===== src/rtl/rgb2gray_pipe.sv =====
// rgb2gray_pipe: three-stage fixed-point RGB-to-luma converter with per-frame pixel counting
module rgb2gray_pipe #(
  parameter int WIDTH        = 8,
  parameter int CW           = 9,
  parameter int KR           = 77,
  parameter int KG           = 150,
  parameter int KB           = 29,
  parameter int FRAME_PIXELS = 307200,
  parameter int CNT_W        = (FRAME_PIXELS > 1) ? $clog2(FRAME_PIXELS) : 1
) (
  input  logic             clk,
  input  logic             reset,
  input  logic [WIDTH-1:0] r_data_in,
  input  logic [WIDTH-1:0] g_data_in,
  input  logic [WIDTH-1:0] b_data_in,
  input  logic             data_in_done,
  output logic [WIDTH-1:0] data_out,
  output logic             data_out_done,
  output logic             frame_done,
  output logic [CNT_W-1:0] pixel_count
);
  localparam int PW = WIDTH + CW;
  localparam int SW = PW + 2;
  localparam logic [SW-1:0] MAXV = SW'((1 << WIDTH) - 1);
  localparam logic [CNT_W-1:0] LAST = CNT_W'(FRAME_PIXELS - 1);
  logic [PW-1:0] pr, pg, pb;
  logic [SW-1:0] s, y;
  logic v1, v2;
  assign y = s >> 8;
  always_ff @(posedge clk or posedge reset)
    if (reset) begin
      pr            <= '0;
      pg            <= '0;
      pb            <= '0;
      s             <= '0;
      v1            <= 1'b0;
      v2            <= 1'b0;
      data_out      <= '0;
      data_out_done <= 1'b0;
      frame_done    <= 1'b0;
      pixel_count   <= '0;
    end else begin
      v1            <= data_in_done;
      v2            <= v1;
      data_out_done <= v2;
      frame_done    <= v2 && (pixel_count == LAST);
      if (data_in_done) begin
        pr <= PW'(r_data_in) * PW'(KR);
        pg <= PW'(g_data_in) * PW'(KG);
        pb <= PW'(b_data_in) * PW'(KB);
      end
      if (v1) s <= SW'(pr) + SW'(pg) + SW'(pb) + SW'(128);
      if (v2) begin
        data_out    <= (y > MAXV) ? '1 : y[WIDTH-1:0];
        pixel_count <= (pixel_count == LAST) ? '0 : pixel_count + 1'b1;
      end
    end
endmodule


===== config.mk =====
export PLATFORM = sky130hd
export DESIGN_NAME = rgb2gray_pipe
export DESIGN_NICKNAME = d
export VERILOG_FILES = /design/src/rtl/rgb2gray_pipe.sv
export SDC_FILE = /design/constraint.sdc
export NUM_CORES = 1
export LEC_CHECK = 0
export ABC_CLOCK_PERIOD_IN_PS = 5040
export CAP_MARGIN = 30
export CORE_MARGIN = 10
export CORE_UTILIZATION = 35
export DETAILED_ROUTE_END_ITERATION = 12
export SLEW_MARGIN = 40
export SYNTH_ARGS = -nofsm -noshare
export SYNTH_HDL_FRONTEND = slang
export SYNTH_SLANG_ARGS = --single-unit

===== constraint.sdc =====
create_clock -name clk -period 5.04 [get_ports clk]
set_input_delay 1.008 -clock clk [delete_from_list [all_inputs] [get_ports clk]]
set_output_delay 1.008 -clock clk [all_outputs]
set_load 0.005 [all_outputs]

==> results by group, run 1 <==
Status
  • Outcome: finished, final reports clean

Global route
  • First-pass GRT wire length: 24400 microns
  • Vias in the first global route: 5079
  • Initial antenna violation count: 0
  • Total track usage: 10.9%
  • Largest net degree at the start of global routing: 71
  • Grt total ovfl: 0

Worst hold path
  • Min-Delay Path Class: reg2reg
  • Hold_sp: s[17]

Logic synthesis
  • Async SR Flop Fraction: 100%
  • Synth cell types: 62
  • Seq/Total Area, Yosys: 28.8%
  • Post-synthesis net count: 959
  • Mapped Avg Cell Area: 9.52 sq um
  • Number of synthesized register bits: 84
  • Cells after synthesis: 766
  • Synth Cell Area: 0.00729 sq mm
  • EDFF count, synth: 0
  • Ys flop type: dfrtp_1
  • Yosys warnings: 0

STA
  • RSZ-0062 raised after global routing: no
  • Final worst path period share: 87.6%
  • Post-layout minimum cycle time: 4420 ps
  • Setup TNS: 0 ps
  • Fin. max-slew vios: 0
  • # setup viols final: 0
  • Max transition margin: 53.9%
  • Post-route worst setup slack: 624 ps
  • Final Hold Viols: 0
  • Hold Worst Slack: 486 ps
  • Peak Freq: 226 MHz
  • Least-Margin Pin Slew: 691 ps
  • Clock Skew: 5.48 ps

Worst setup path
  • Crit Path Max Fanout: 4
  • Buffer and inverter count on the worst path: 3
  • Critical path class: in2reg
  • CP max stage cell: clkdlybuf4s50_1
  • Worst Setup End Kind: flip-flop
  • Worst setup SP type: input port
  • Delay-heaviest family, CP: adder cells
  • CP Cell Sequence: clkdlybuf4s50_1 -> ha_1 -> ha_1 -> inv_1 -> fa_1 -> fa_1 -> inv_1 -> ha_1 -> a21oi_1 -> a21oi_1 -> o31ai_1 -> mux2i_1 -> o221ai_1
  • RR Startpoint: pr[4]
  • CP Launch Point: r_data_in[5]
  • CP peak stage delay: 570 ps
  • Most used cell, CP: ha_1
  • Required time of the critical path: 5240 ps
  • Critical path arrival: 4610 ps

Route
  • Detailed Route WL: 14400 microns
  • DRC Markers: 0
  • Initial DRT Pass Iterations: 4
  • DRT iter0 DRCs: 232
  • Antenna viol nets, final: 0
  • Vias per cell: 4.78
  • Drt wl/cell: 13.2 microns
  • Via count: 5237

Clock tree
  • TritonCTS buffer count: 9
  • Clk sink count: 84
  • CTS tree: yes
  • Clock root buffer: clkbuf_16
  • PostCTS Resize Cnt: 0
  • H-tree depth: 3
  • Clock Latency Late Sink: 340 ps
  • CTS Buffer Depth: 2
  • Worst-path clk slew: 70 ps
  • Setup bufs post-CTS: 0
  • Hold bufs inserted after CTS: 0

Run
  • Max Cap Viol: 0

Final layout
  • Commonest non-fill, non-tap cell in the layout: ha_1
  • Nets: 1013
  • Final Instance Area: 0.00844 sq mm
  • Final Util: 41.5%
  • Most frequent cells in the layout: ha_1, inv_1, dfrtp_1, nor2_1, clkdlybuf4s50_1
  • Ant. Diodes: 0
  • Final cell count without fillers: 1095
  • Share of cells above drive strength 1: 5.21%
  • P&R area growth vs syn: 15.8%

Placed design
  • DP HPWL: 11700 microns
  • Dpl cells: 1079
  • Pre-CTS WS: 211 ps
  • Number of port buffers: 55
  • GPL Wtd Cong: 0.830
  • Placed inst area: 0.00814 sq mm

Floorplan
  • Core region area: 0.0204 sq mm
  • Die span in y: 164 microns
  • Initial Util: 35.8%
  • Row cnt: 52
  • Die footprint: 0.0270 sq mm
  • Die width: 164 microns
  • I/O pins: 56

Pwr
  • Pleak: 4.22 nW
  • Sequential share of power: 21.0%
  • Net Sw Frac: 44.4%
  • Pwr dens: 563 mW/mm^2
  • Peak supply drop: 0.000400 V
  • Tot Pwr: 4.75 mW
  • Comb pwr share: 64.8%
  • Net Sw Power: 2.11 mW
  • Pint: 2.64 mW
  • Clock share of power: 14.2%
==> power by group through the flow <==
stage / registers (mW) / logic (mW) / clock network [mW]
global route: 1.02 / 3.51 / 0.731
detailed placement: 1.01 / 3.09 / 0
global placement: 1.01 / 3.04 / 0
floorplan: 0.984 / 2.36 / 0
CTS: 1.00 / 3.11 / 0.696
finish: 0.999 / 3.08 / 0.675
==> state kept, by name, indices dropped and copies added, names as in the netlist <==
| name | cells |
|---|---|
| pixel_count | 19 |
| pg | 15 |
| pr | 15 |
| pb | 13 |
| s | 10 |
| data_out | 8 |
| data_out_done | 1 |
| frame_done | 1 |
| v1 | 1 |
| v2 | 1 |
==> synthesized netlist by cell type (all sizes together) (2+ instances only) <==
cell,count,area [sq um]
mux2,13,146
o311ai,2,17.5
mux2i,11,110
nor2b,6,37.5
o211ai,5,37.5
dfrtp,84,2100
xor2,12,105
buf,4,18.8
clkbuf,11,41.3
a211o,2,17.5
inv,127,477
nor2,60,230
or3,8,50.1
o21a,6,45.0
a21oi,37,185
a221o,2,21.3
o31ai,5,37.5
a21boi,2,15.0
ha,128,1600
nand4,12,81.3
a211oi,9,80.1
o21ai,44,224
xnor2,23,201
nand2,50,188
a21o,6,45.0
o22ai,3,18.8
a31oi,6,52.6
nor3,8,40.0
and3,5,31.3
o21bai,3,22.5
nand3,11,60.1
fa,38,761
nor4,3,18.8
nand2b,2,12.5
==> layout make-up <==
type                    count  area (sq um)
fillers                  1991         11900
multi-input cells         540          4650
flip-flops and latches     84          2100
repair buffers             58           568
inverters                 127           482
well taps                 270           338
clock buffers              10           229
clock inverters             6          72.6
==> logic make-up after synthesis <==
| logic type | count (synthesis) | share of synthesized area (%) |
|---|---|---|
| simple gates | 171 | 10.9 |
| fa+ha+maj | 166 | 32.4 |
| mux | 24 | 3.52 |
| flops | 84 | 28.8 |
| compound gates | 144 | 12.8 |
| buf+inv | 142 | 7.36 |
| xor+xnor | 35 | 4.20 |
==> per-layer routing <==
layer	up-vias	track usage, %	routed length [microns]
li1	2718	-	-
met1	2437	14.2	6850
met2	70	18.2	6810
met3	12	2.28	602
met4	0	2.56	166
met5	-	0	0
==> worst register-to-register path, cell delays in order (launching register included) <==
cell and delay (ps):
dfrtp_1 340, inv_1 60, fa_1 540, inv_1 40, ha_1 280, ha_1 310
a21oi_1 140, o21ai_1 140, a41o_1 350, a21oi_1 330, xnor2_1 140, mux2_2 270
==> path summary, 6_finish.rpt <==
path / cells after the start / slack [ps] / to
worst max-delay path: 13 / 620 / pr[11]
worst min register to register: 1 / 490 / s[17]
worst min-delay path: 1 / 490 / s[17]
max in group asynchronous: 3 / 3170 / pb[9]
min in group asynchronous: 2 / 1030 / data_out[2]
worst max register to register: 11 / 1980 / s[9]
No activity file was read; power rests on OpenSTA's default activity.
==> run 2: changes to the inputs <==
CORE_ASPECT_RATIO = 1.4   (was default)
==> results by group, run 2 (synthesis gave the netlist of run 1 again) <==
Route
  • Met1 WL: 6080 microns
  • Top layer in use: met4
  • DRC Markers: 0
  • Antenna viol nets, final: 0
  • DRT iter0 DRCs: 169
  • Vias per cell: 4.91
  • Initial DRT Pass Iterations: 4
  • Detailed Route WL: 14400 microns
  • Met2 Wirelength: 7610 microns
  • Via count: 5299
  • Met3 WL: 509 microns
  • Drt wl/cell: 13.3 microns

Worst setup path
  • Critical path class: in2reg
  • Worst Setup End Kind: flip-flop
  • Required time of the critical path: 5230 ps
  • Worst setup SP type: input port
  • RR Startpoint: pr[10]
  • Crit Path Max Fanout: 4
  • CP Launch Point: r_data_in[5]
  • Critical path arrival: 4610 ps

Floorplan
  • Core region area: 0.0205 sq mm
  • Initial Util: 35.6%
  • Die span in y: 191 microns
  • I/O pins: 56
  • Die width: 142 microns
  • Die footprint: 0.0271 sq mm
  • Row cnt: 62

Clock tree
  • CTS Buffer Depth: 2
  • H-tree depth: 3
  • PostCTS Resize Cnt: 0
  • Setup bufs post-CTS: 0
  • Clock Latency Late Sink: 340 ps
  • Clk sink count: 84
  • Clock root buffer: clkbuf_16
  • CTS tree: yes
  • Worst-path clk slew: 60 ps
  • TritonCTS buffer count: 9
  • Hold bufs inserted after CTS: 0

Pwr
  • Net Sw Frac: 44.6%
  • Tot Pwr: 4.66 mW
  • Clock share of power: 12.7%
  • Peak supply drop: 0.000462 V
  • Comb pwr share: 65.9%
  • Sequential share of power: 21.5%
  • Pint: 2.58 mW
  • Pwr dens: 555 mW/mm^2
  • Net Sw Power: 2.08 mW
  • Pleak: 4.22 nW

Final layout
  • Ant. Diodes: 0
  • Most frequent cells in the layout: ha_1, inv_1, dfrtp_1, nor2_1, clkdlybuf4s50_1
  • Largest registers: pixel_count x19, pg x15, pr x15
  • Nets: 1014
  • Top reg by flops: pixel_count
  • Multi-input gate area: 0.00465 sq mm
  • Final cell count without fillers: 1080
  • Reg area: 0.00210 sq mm
  • Filler Cells Inserted: 2054
  • P&R area growth vs syn: 15.0%
  • Final Util: 41.0%
  • Share of cells above drive strength 1: 5.22%
  • Max reg flops: 19
  • Commonest non-fill, non-tap cell in the layout: ha_1

Global route
  • Grt total ovfl: 0
  • First-pass GRT wire length: 25600 microns
  • Vias in the first global route: 5522
  • Total track usage: 11.3%
  • Initial antenna violation count: 0
  • Largest net degree at the start of global routing: 71

STA
  • # setup viols final: 0
  • Final Hold Viols: 0
  • Post-layout minimum cycle time: 4410 ps
  • Least-Margin Pin Slew: 679 ps
  • Setup TNS: 0 ps
  • RSZ-0062 raised after global routing: no
  • Final worst path period share: 87.6%
  • Peak Freq: 227 MHz
  • Max transition margin: 54.8%
  • Clock Skew: 6.99 ps
  • Fin. max-slew vios: 0

Run
  • Max Cap Viol: 0

Worst hold path
  • Hold_sp: s[17]
  • Min-Delay Path Class: reg2reg

Placed design
  • GPL Wtd Cong: 0.838
  • Dpl cells: 1066
  • Number of port buffers: 55
  • DP HPWL: 12000 microns

Status
  • Outcome: finished, final reports clean
-- run 2: area by class of cell --
| cell class | count | share of cell area (%) |
|---|---|---|
| inverter | 127 | 5.71 |
| tap | 256 | 3.82 |
| clock inverter | 5 | 0.373 |
| clock buffer | 9 | 2.69 |
| timing repair buffer | 59 | 6.86 |
| multi-input combinational | 540 | 55.5 |
| sequential | 84 | 25.1 |
-- run 2: critical path, cell delays in order --
cell             delay [ps]
clkdlybuf4s50_1         570
ha_1                    270
ha_1                    270
inv_1                    50
fa_1                    490
fa_1                    510
inv_1                    40
ha_1                    340
a21oi_1                 260
a21oi_1                 140
o31ai_1                 290
mux2i_1                 230
o221ai_1                120
-- run 2: metrics by stage --
stage          worst slack (ps)  instance area [sq um]  hold slack (ps)
2_1_floorplan               958                   7290              427
3_3_place_gp                291                   8130              462
3_5_place_dp                272                   8130              471
4_1_cts                     629                   8390              484
5_1_grt                     339                   8390              509
6_report                    625                   8390              478
-- run 2: worst paths after layout --
path,end,slack (ps),cells after the start
max,pr[11],630,13
min,s[17],480,1
max reg2reg,s[16],2030,11
min reg2reg,s[17],480,1
max in group asynchronous,pb[10],3170,3
min in group asynchronous,data_out[1],1070,2
-- run 2: power by group through the flow --
stage	Combinational, mW	Clock (mW)	Sequential (mW)
floorplan	2.36	0	0.984
global placement	3.05	0	1.01
detailed placement	3.08	0	1.02
CTS	3.10	0.610	1.00
global route	3.53	0.638	1.03
finish	3.07	0.589	1.00
-- run 2: routing by layer --
| metal | vias up | GRT usage (%) |
|---|---|---|
| met3 | 12 | 2.07 |
| met1 | 2509 | 12.6 |
| met2 | 53 | 20.8 |
| met4 | 0 | 3.51 |
| met5 | - | 0 |
| li1 | 2725 | - |
==> run 3: changes to the inputs <==
CAP_MARGIN = default   (was 30)
SKIP_CTS_REPAIR_TIMING = 1   (was default)
==> results of run 3 <==
Final layout, timing and power as in run 2 (identical DEF).
